<file path="config.mk">
export PLATFORM = sky130hd
export DESIGN_NAME = apb_master
export DESIGN_NICKNAME = d
export VERILOG_FILES = /design/src/rtl/apb_master_pkg.sv /design/src/rtl/apb_master.sv
export SDC_FILE = /design/constraint.sdc
export NUM_CORES = 1
export LEC_CHECK = 0
export BUFFER_PORTS_ARGS = -buffer_cell sky130_fd_sc_hd__buf_2
export CAP_MARGIN = 15
export CELL_PAD_IN_SITES_DETAIL_PLACEMENT = 1
export CELL_PAD_IN_SITES_GLOBAL_PLACEMENT = 1
export CORE_UTILIZATION = 39
export DETAILED_ROUTE_END_ITERATION = 10
export GPL_ROUTABILITY_DRIVEN = 1
export GPL_TIMING_DRIVEN = 0
export PLACE_DENSITY = 0.93
export SYNTH_ARGS = -nofsm -noshare
export SYNTH_HDL_FRONTEND = slang
export SYNTH_SLANG_ARGS = --single-unit
</file>
<file path="constraint.sdc">
create_clock -name PCLK -period 3.7 [get_ports PCLK]
set_input_delay 1.11 -clock PCLK [delete_from_list [all_inputs] [get_ports PCLK]]
set_output_delay 1.11 -clock PCLK [all_outputs]
set_load 0.01 [all_outputs]
</file>
<file path="src/rtl/apb_master_pkg.sv">
// -----------------------------------------------------------------------------
// apb_master_pkg
// Shared definitions for the APB3 requester and the blocks it talks to.
//   apb_state_e   : requester FSM state encoding (IDLE/SETUP/ACCESS)
//   I2C_REG_*     : register offsets of the I2C completer register block
//   wdog_width()  : width of the ACCESS-phase watchdog counter
// -----------------------------------------------------------------------------
package apb_master_pkg;

  typedef enum logic [1:0] {
    ST_IDLE   = 2'd0,
    ST_SETUP  = 2'd1,
    ST_ACCESS = 2'd2
  } apb_state_e;

  localparam logic [3:0] I2C_REG_TX      = 4'h0;
  localparam logic [3:0] I2C_REG_CONFIG  = 4'h4;
  localparam logic [3:0] I2C_REG_TIMEOUT = 4'h8;

  // clog2(timeout+1), but never narrower than one bit so that a disabled
  // watchdog (timeout == 0) still yields a legal counter declaration.
  function automatic int unsigned wdog_width(input int unsigned timeout);
    if (timeout == 0) return 1;
    return $clog2(timeout + 1);
  endfunction

endpackage

</file>
<file path="src/rtl/apb_master.sv">
// -----------------------------------------------------------------------------
// apb_master
// APB3 requester. Turns single-beat commands into SETUP/ACCESS transfers,
// waits on PREADY and returns a one-cycle response pulse. A watchdog aborts
// transfers whose completer never raises PREADY.
// Ports:
//   PCLK, PRESETn                     clock, async active-low reset
//   cmd_valid/ready/write/addr/wdata  command channel (accept on valid & ready)
//   rsp_valid/rdata/err/timeout       response pulse, values held until next one
//   PSELx/PENABLE/PWRITE/PADDR/PWDATA APB request outputs (all registered)
//   PRDATA/PREADY/PSLVERR             APB completer inputs
// -----------------------------------------------------------------------------
module apb_master
  import apb_master_pkg::*;
#(
  parameter int unsigned ADDR_W      = 16,
  parameter int unsigned DATA_W      = 32,
  parameter int unsigned TIMEOUT_CYC = 255
) (
  input  logic              PCLK,
  input  logic              PRESETn,
  input  logic              cmd_valid,
  output logic              cmd_ready,
  input  logic              cmd_write,
  input  logic [ADDR_W-1:0] cmd_addr,
  input  logic [DATA_W-1:0] cmd_wdata,
  output logic              rsp_valid,
  output logic [DATA_W-1:0] rsp_rdata,
  output logic              rsp_err,
  output logic              rsp_timeout,
  output logic              PSELx,
  output logic              PENABLE,
  output logic              PWRITE,
  output logic [ADDR_W-1:0] PADDR,
  output logic [DATA_W-1:0] PWDATA,
  input  logic [DATA_W-1:0] PRDATA,
  input  logic              PREADY,
  input  logic              PSLVERR
);

  localparam int unsigned     CNT_W    = wdog_width(TIMEOUT_CYC);
  localparam bit              WDOG_EN  = (TIMEOUT_CYC != 0);
  localparam logic [CNT_W-1:0] CNT_MAX = '1;
  // Count value seen during the last permitted ACCESS cycle: the counter
  // would reach TIMEOUT_CYC on this edge, so the transfer is aborted here.
  localparam logic [CNT_W-1:0] CNT_LAST =
    WDOG_EN ? CNT_W'(TIMEOUT_CYC - 1) : '0;

  apb_state_e        state_q, state_d;
  logic              psel_q, psel_d;
  logic              penable_q, penable_d;
  logic              pwrite_q, pwrite_d;
  logic [ADDR_W-1:0] paddr_q, paddr_d;
  logic [DATA_W-1:0] pwdata_q, pwdata_d;
  logic [CNT_W-1:0]  cnt_q, cnt_d;
  logic              rsp_valid_q, rsp_valid_d;
  logic [DATA_W-1:0] rsp_rdata_q, rsp_rdata_d;
  logic              rsp_err_q, rsp_err_d;
  logic              rsp_timeout_q, rsp_timeout_d;
  logic              wdog_expire;

  assign wdog_expire = WDOG_EN && (cnt_q == CNT_LAST);

  always_comb begin
    state_d       = state_q;
    psel_d        = psel_q;
    penable_d     = penable_q;
    pwrite_d      = pwrite_q;
    paddr_d       = paddr_q;
    pwdata_d      = pwdata_q;
    cnt_d         = cnt_q;
    rsp_valid_d   = 1'b0;
    rsp_rdata_d   = rsp_rdata_q;
    rsp_err_d     = rsp_err_q;
    rsp_timeout_d = rsp_timeout_q;

    unique case (state_q)
      ST_IDLE: begin
        // Command fields are only sampled here, so changes during a
        // transfer never reach the bus.
        if (cmd_valid) begin
          state_d  = ST_SETUP;
          psel_d   = 1'b1;
          pwrite_d = cmd_write;
          paddr_d  = cmd_addr;
          pwdata_d = cmd_wdata;
        end
      end
      ST_SETUP: begin
        state_d   = ST_ACCESS;
        penable_d = 1'b1;
        cnt_d     = '0;
      end
      ST_ACCESS: begin
        // PREADY is checked first so it wins over a simultaneous expiry.
        if (PREADY) begin
          state_d       = ST_IDLE;
          psel_d        = 1'b0;
          penable_d     = 1'b0;
          rsp_valid_d   = 1'b1;
          rsp_rdata_d   = pwrite_q ? '0 : PRDATA;
          rsp_err_d     = PSLVERR;
          rsp_timeout_d = 1'b0;
        end else if (wdog_expire) begin
          state_d       = ST_IDLE;
          psel_d        = 1'b0;
          penable_d     = 1'b0;
          rsp_valid_d   = 1'b1;
          rsp_rdata_d   = '0;
          rsp_err_d     = 1'b1;
          rsp_timeout_d = 1'b1;
        end else if (cnt_q != CNT_MAX) begin
          cnt_d = cnt_q + CNT_W'(1);
        end
      end
      default: begin
        state_d   = ST_IDLE;
        psel_d    = 1'b0;
        penable_d = 1'b0;
      end
    endcase
  end

  always_ff @(posedge PCLK or negedge PRESETn) begin
    if (!PRESETn) begin
      state_q       <= ST_IDLE;
      psel_q        <= 1'b0;
      penable_q     <= 1'b0;
      pwrite_q      <= 1'b0;
      paddr_q       <= '0;
      pwdata_q      <= '0;
      cnt_q         <= '0;
      rsp_valid_q   <= 1'b0;
      rsp_rdata_q   <= '0;
      rsp_err_q     <= 1'b0;
      rsp_timeout_q <= 1'b0;
    end else begin
      state_q       <= state_d;
      psel_q        <= psel_d;
      penable_q     <= penable_d;
      pwrite_q      <= pwrite_d;
      paddr_q       <= paddr_d;
      pwdata_q      <= pwdata_d;
      cnt_q         <= cnt_d;
      rsp_valid_q   <= rsp_valid_d;
      rsp_rdata_q   <= rsp_rdata_d;
      rsp_err_q     <= rsp_err_d;
      rsp_timeout_q <= rsp_timeout_d;
    end
  end

  // cmd_ready is the only combinational output.
  assign cmd_ready   = (state_q == ST_IDLE);
  assign PSELx       = psel_q;
  assign PENABLE     = penable_q;
  assign PWRITE      = pwrite_q;
  assign PADDR       = paddr_q;
  assign PWDATA      = pwdata_q;
  assign rsp_valid   = rsp_valid_q;
  assign rsp_rdata   = rsp_rdata_q;
  assign rsp_err     = rsp_err_q;
  assign rsp_timeout = rsp_timeout_q;

endmodule

</file>
==> flow_summary.yaml <==
run_status:
  status: "finished, final reports clean"
finish:
  final_util_pct: 54.0
  diodes: 0
  layout-drive-gt1-share_pct: 57.9
  stdcell_area_um2: 5030
  nets: 526
  area_growth_pct: 32.9
  nFillCells: 1049
flow_run:
  cap_violations: 0
hold_path:
  hold_class: "flop to flop"
  hold-path-cell-count: 1
  whs_endpoint: "PENABLE$_DFFE_PN0P_"
  hp-start: "PENABLE$_DFFE_PN0P_"
die:
  die_w_um: 101
  core_area_um2: 9330
  dieArea_um2: 10100
  design.portCount: 173
  start_util_pct: 40.6
  die_h_um: 101
  rows: 35
logic_synthesis:
  ys_ff_latch: 96
  syn_area_per_cell_um2: 14.9
  ys_types: 36
  synth_seq_area_share_pct: 63.5
  yosysWarnings: 0
  syn_inst: 254
  synthesis.nets: 342
  netlist_area_um2: 3790
power:
  p_sw_share_pct: 34.3
  cellInternalPower_mw: 2.67
  clkPwrFrac_pct: 16.9
  p_leak_nw: 2.54
  power.share.sequential_pct: 43.0
  p_sw_mw: 1.39
  peakVddDrop_mv: 0.291
  p_per_area_nw_per_um2: 807
  combinationalPowerShare_pct: 40.0
setup_path:
  crit_type: "flop to output port"
  reg2reg_depth: 6
  r2r-start: "cnt_q[0]$_DFFE_PN0P_"
  required_ns: 2.59
  r2r-end: "cnt_q[3]$_DFFE_PN0P_"
  cp-start-kind: "flop"
  worstSetupEndpointType: "output port"
  reg2reg_setup_slack_ns: 1.86
  crit_arrival_ns: 1.16
  worst-path-max-fanout: 9
sta:
  rsz0062_at_grt: "false"
  fin_skew_ns: 0.0108
  timing.hold.ws_ns: 0.488
  drv_slew: 0
  tns_ns: 0
  maxSlewHeadroom_pct: 63.4
  fmax_mhz: 440
  max_slew.worst_pin.slew_ns: 0.549
  period_needed_ns: 2.27
  setup_viol_count_final: 0
  finalCritPeriodShare_pct: 61.4
  hold_viol: 0
placement:
  place_area_um2: 4840
  dp.final_hpwl_mm: 7.61
  globalplace.congestion: 0.871
  port_buffers: 172
clock_network:
  postCtsSetupRepairBufs: 0
  cts_resized: 0
  clk_pin_slew_ns: 0.08
  cts_sinks: 96
  clock_latency_ns: 0.36
  hold_buffers: 0
  cts_root_buffer: "clkbuf_8"
  numCtsBuffers: 9
  clk_path_buf_depth: 2
  cts_htree_levels: 3
  cts_tree: "done"
route:
  drt-total-wl_mm: 9.85
  wire_per_inst_um: 17.3
  drt_iter0_markers: 75
  antenna_left: 0
  num_vias: 2862
  drt-vias-per-instance: 5.01
  drc: 0
  dr.pass1.iters: 4
grt:
  met1_usage_pct: 22.6
  use_met3_pct: 4.58
  use_met2_pct: 36.7
  grt.total_usage_pct: 20.1
  grt-busiest-layer: "met2"
  antenna_found_initial: 0
  grt_pass1_vias: 3052
  grt_overflow_total: 0
  grt_max_degree: 57
  grt_pass1_wl_mm: 15.4
[how the worst max path moves through the flow]
stage	start	end	slack [ns]	depth (start not counted)
6_report	state_q[1]$_DFFE_PN0P_	cmd_ready	1.43	3
5_1_grt	state_q[1]$_DFFE_PN0P_	cmd_ready	1.37	3
4_1_cts	state_q[1]$_DFFE_PN0P_	cmd_ready	1.41	3
3_5_place_dp	cmd_valid	PWDATA[20]$_DFFE_PN0P_	1.48	5
3_3_place_gp	PRESETn	PADDR[1]$_DFFE_PN0P_	0.63	1
2_1_floorplan	cmd_valid	PADDR[0]$_DFFE_PN0P_	1.74	4
[worst max-delay path, cell delays in order, from the launching register on]
cell,delay (ns)
dfrtp_1,0.36
buf_2,0.17
nor2_1,0.13
buf_2,0.15
[sequential cells by signal (all words and copies together), names as in the netlist, 2 cells and up]
signal,cells
state_q,2
cnt_q,8
rsp_rdata,32
PADDR,16
PWDATA,32
[per-stage QoR]
| step | setup slack [ns] | cells | power [mW] |
|---|---|---|---|
| after floorplan | 1.74 | 254 | 2.69 |
| after global placement | 0.633 | 555 | 3.31 |
| after detailed placement | 1.48 | 556 | 3.43 |
| after CTS | 1.41 | 571 | 4.12 |
| after global routing | 1.37 | 571 | 4.32 |
| final | 1.43 | 571 | 4.06 |
[synthesized netlist by cell type, drive strengths merged]
cell / instances / area [um2]
nand2b: 1 / 6.26
o21a: 1 / 7.51
o21ai: 5 / 25.0
inv: 6 / 22.5
nor2: 2 / 10.0
a31o: 1 / 17.5
o2111ai: 1 / 8.76
nand3: 11 / 55.1
o311ai: 1 / 26.3
o211ai: 4 / 30.0
ha: 2 / 25.0
dfrtp: 96 / 2400
a21o: 1 / 7.51
a311oi: 1 / 8.76
a32o: 1 / 10.0
o22a: 1 / 8.76
a41oi: 1 / 8.76
and3: 3 / 18.8
mux2: 50 / 563
o32ai: 1 / 8.76
and2: 1 / 6.26
or3: 2 / 12.5
buf: 15 / 130
a31oi: 2 / 12.5
nand2: 5 / 26.3
and2b: 1 / 10.0
a21oi: 3 / 15.0
nor3: 1 / 5.00
xnor2: 1 / 8.76
and3b: 1 / 8.76
a22o: 32 / 280
[logic make-up after synthesis]
logic type	count (synthesis)	share of synthesized area (%)
flops	96	63.4
compound gates	56	12.6
mux	50	14.9
simple gates	28	4.20
buf+inv	21	4.03
fa+ha+maj	2	0.661
xor+xnor	1	0.231
[cell usage in the layout (no fill, tap or decap), types with 2 or more instances in the layout]
| cell | synthesis | final |
|---|---|---|
| dfrtp_1 | 96 | 96 |
| a31oi_1 | 2 | 2 |
| o21ai_0 | 5 | 5 |
| nand2_1 | 4 | 4 |
| inv_1 | 6 | 6 |
| nand3_1 | 11 | 11 |
| ha_1 | 2 | 2 |
| or3_1 | 2 | 2 |
| and3_1 | 3 | 3 |
| buf_2 | 5 | 176 |
| a21oi_1 | 3 | 3 |
| clkinvlp_4 | 0 | 2 |
| buf_4 | 2 | 3 |
| clkbuf_8 | 0 | 10 |
| o211ai_1 | 4 | 4 |
| mux2_2 | 49 | 49 |
| buf_6 | 8 | 8 |
| a22o_1 | 32 | 32 |
[metal layers]
layer	up-vias	wire, um	part of all wire (%)
li1	1303	-	-
met1	1428	3850	39
met2	113	5220	53
met3	18	555	5.6
met4	0	225	2.3
met5	-	0	0
[layout make-up]
class / count / area, um2 / share of cell area, %
clock inverter: 4 / 53.8 / 1.07
sequential: 96 / 2400 / 47.7
tap: 129 / 161 / 3.21
buffer: 15 / 130 / 2.59
timing repair buffer: 173 / 891 / 17.7
multi-input combinational: 137 / 1230 / 24.5
clock buffer: 11 / 141 / 2.81
inverter: 6 / 22.5 / 0.447
[power groups by stage]
stage	registers, mW	clock network [mW]	logic [mW]
2_1_floorplan	1.97	0	0.720
3_3_place_gp	1.74	0	1.57
3_5_place_dp	1.78	0	1.65
4_1_cts	1.76	0.713	1.66
5_1_grt	1.81	0.747	1.77
6_report	1.75	0.687	1.63
No activity file was read; power rests on OpenSTA's default activity.
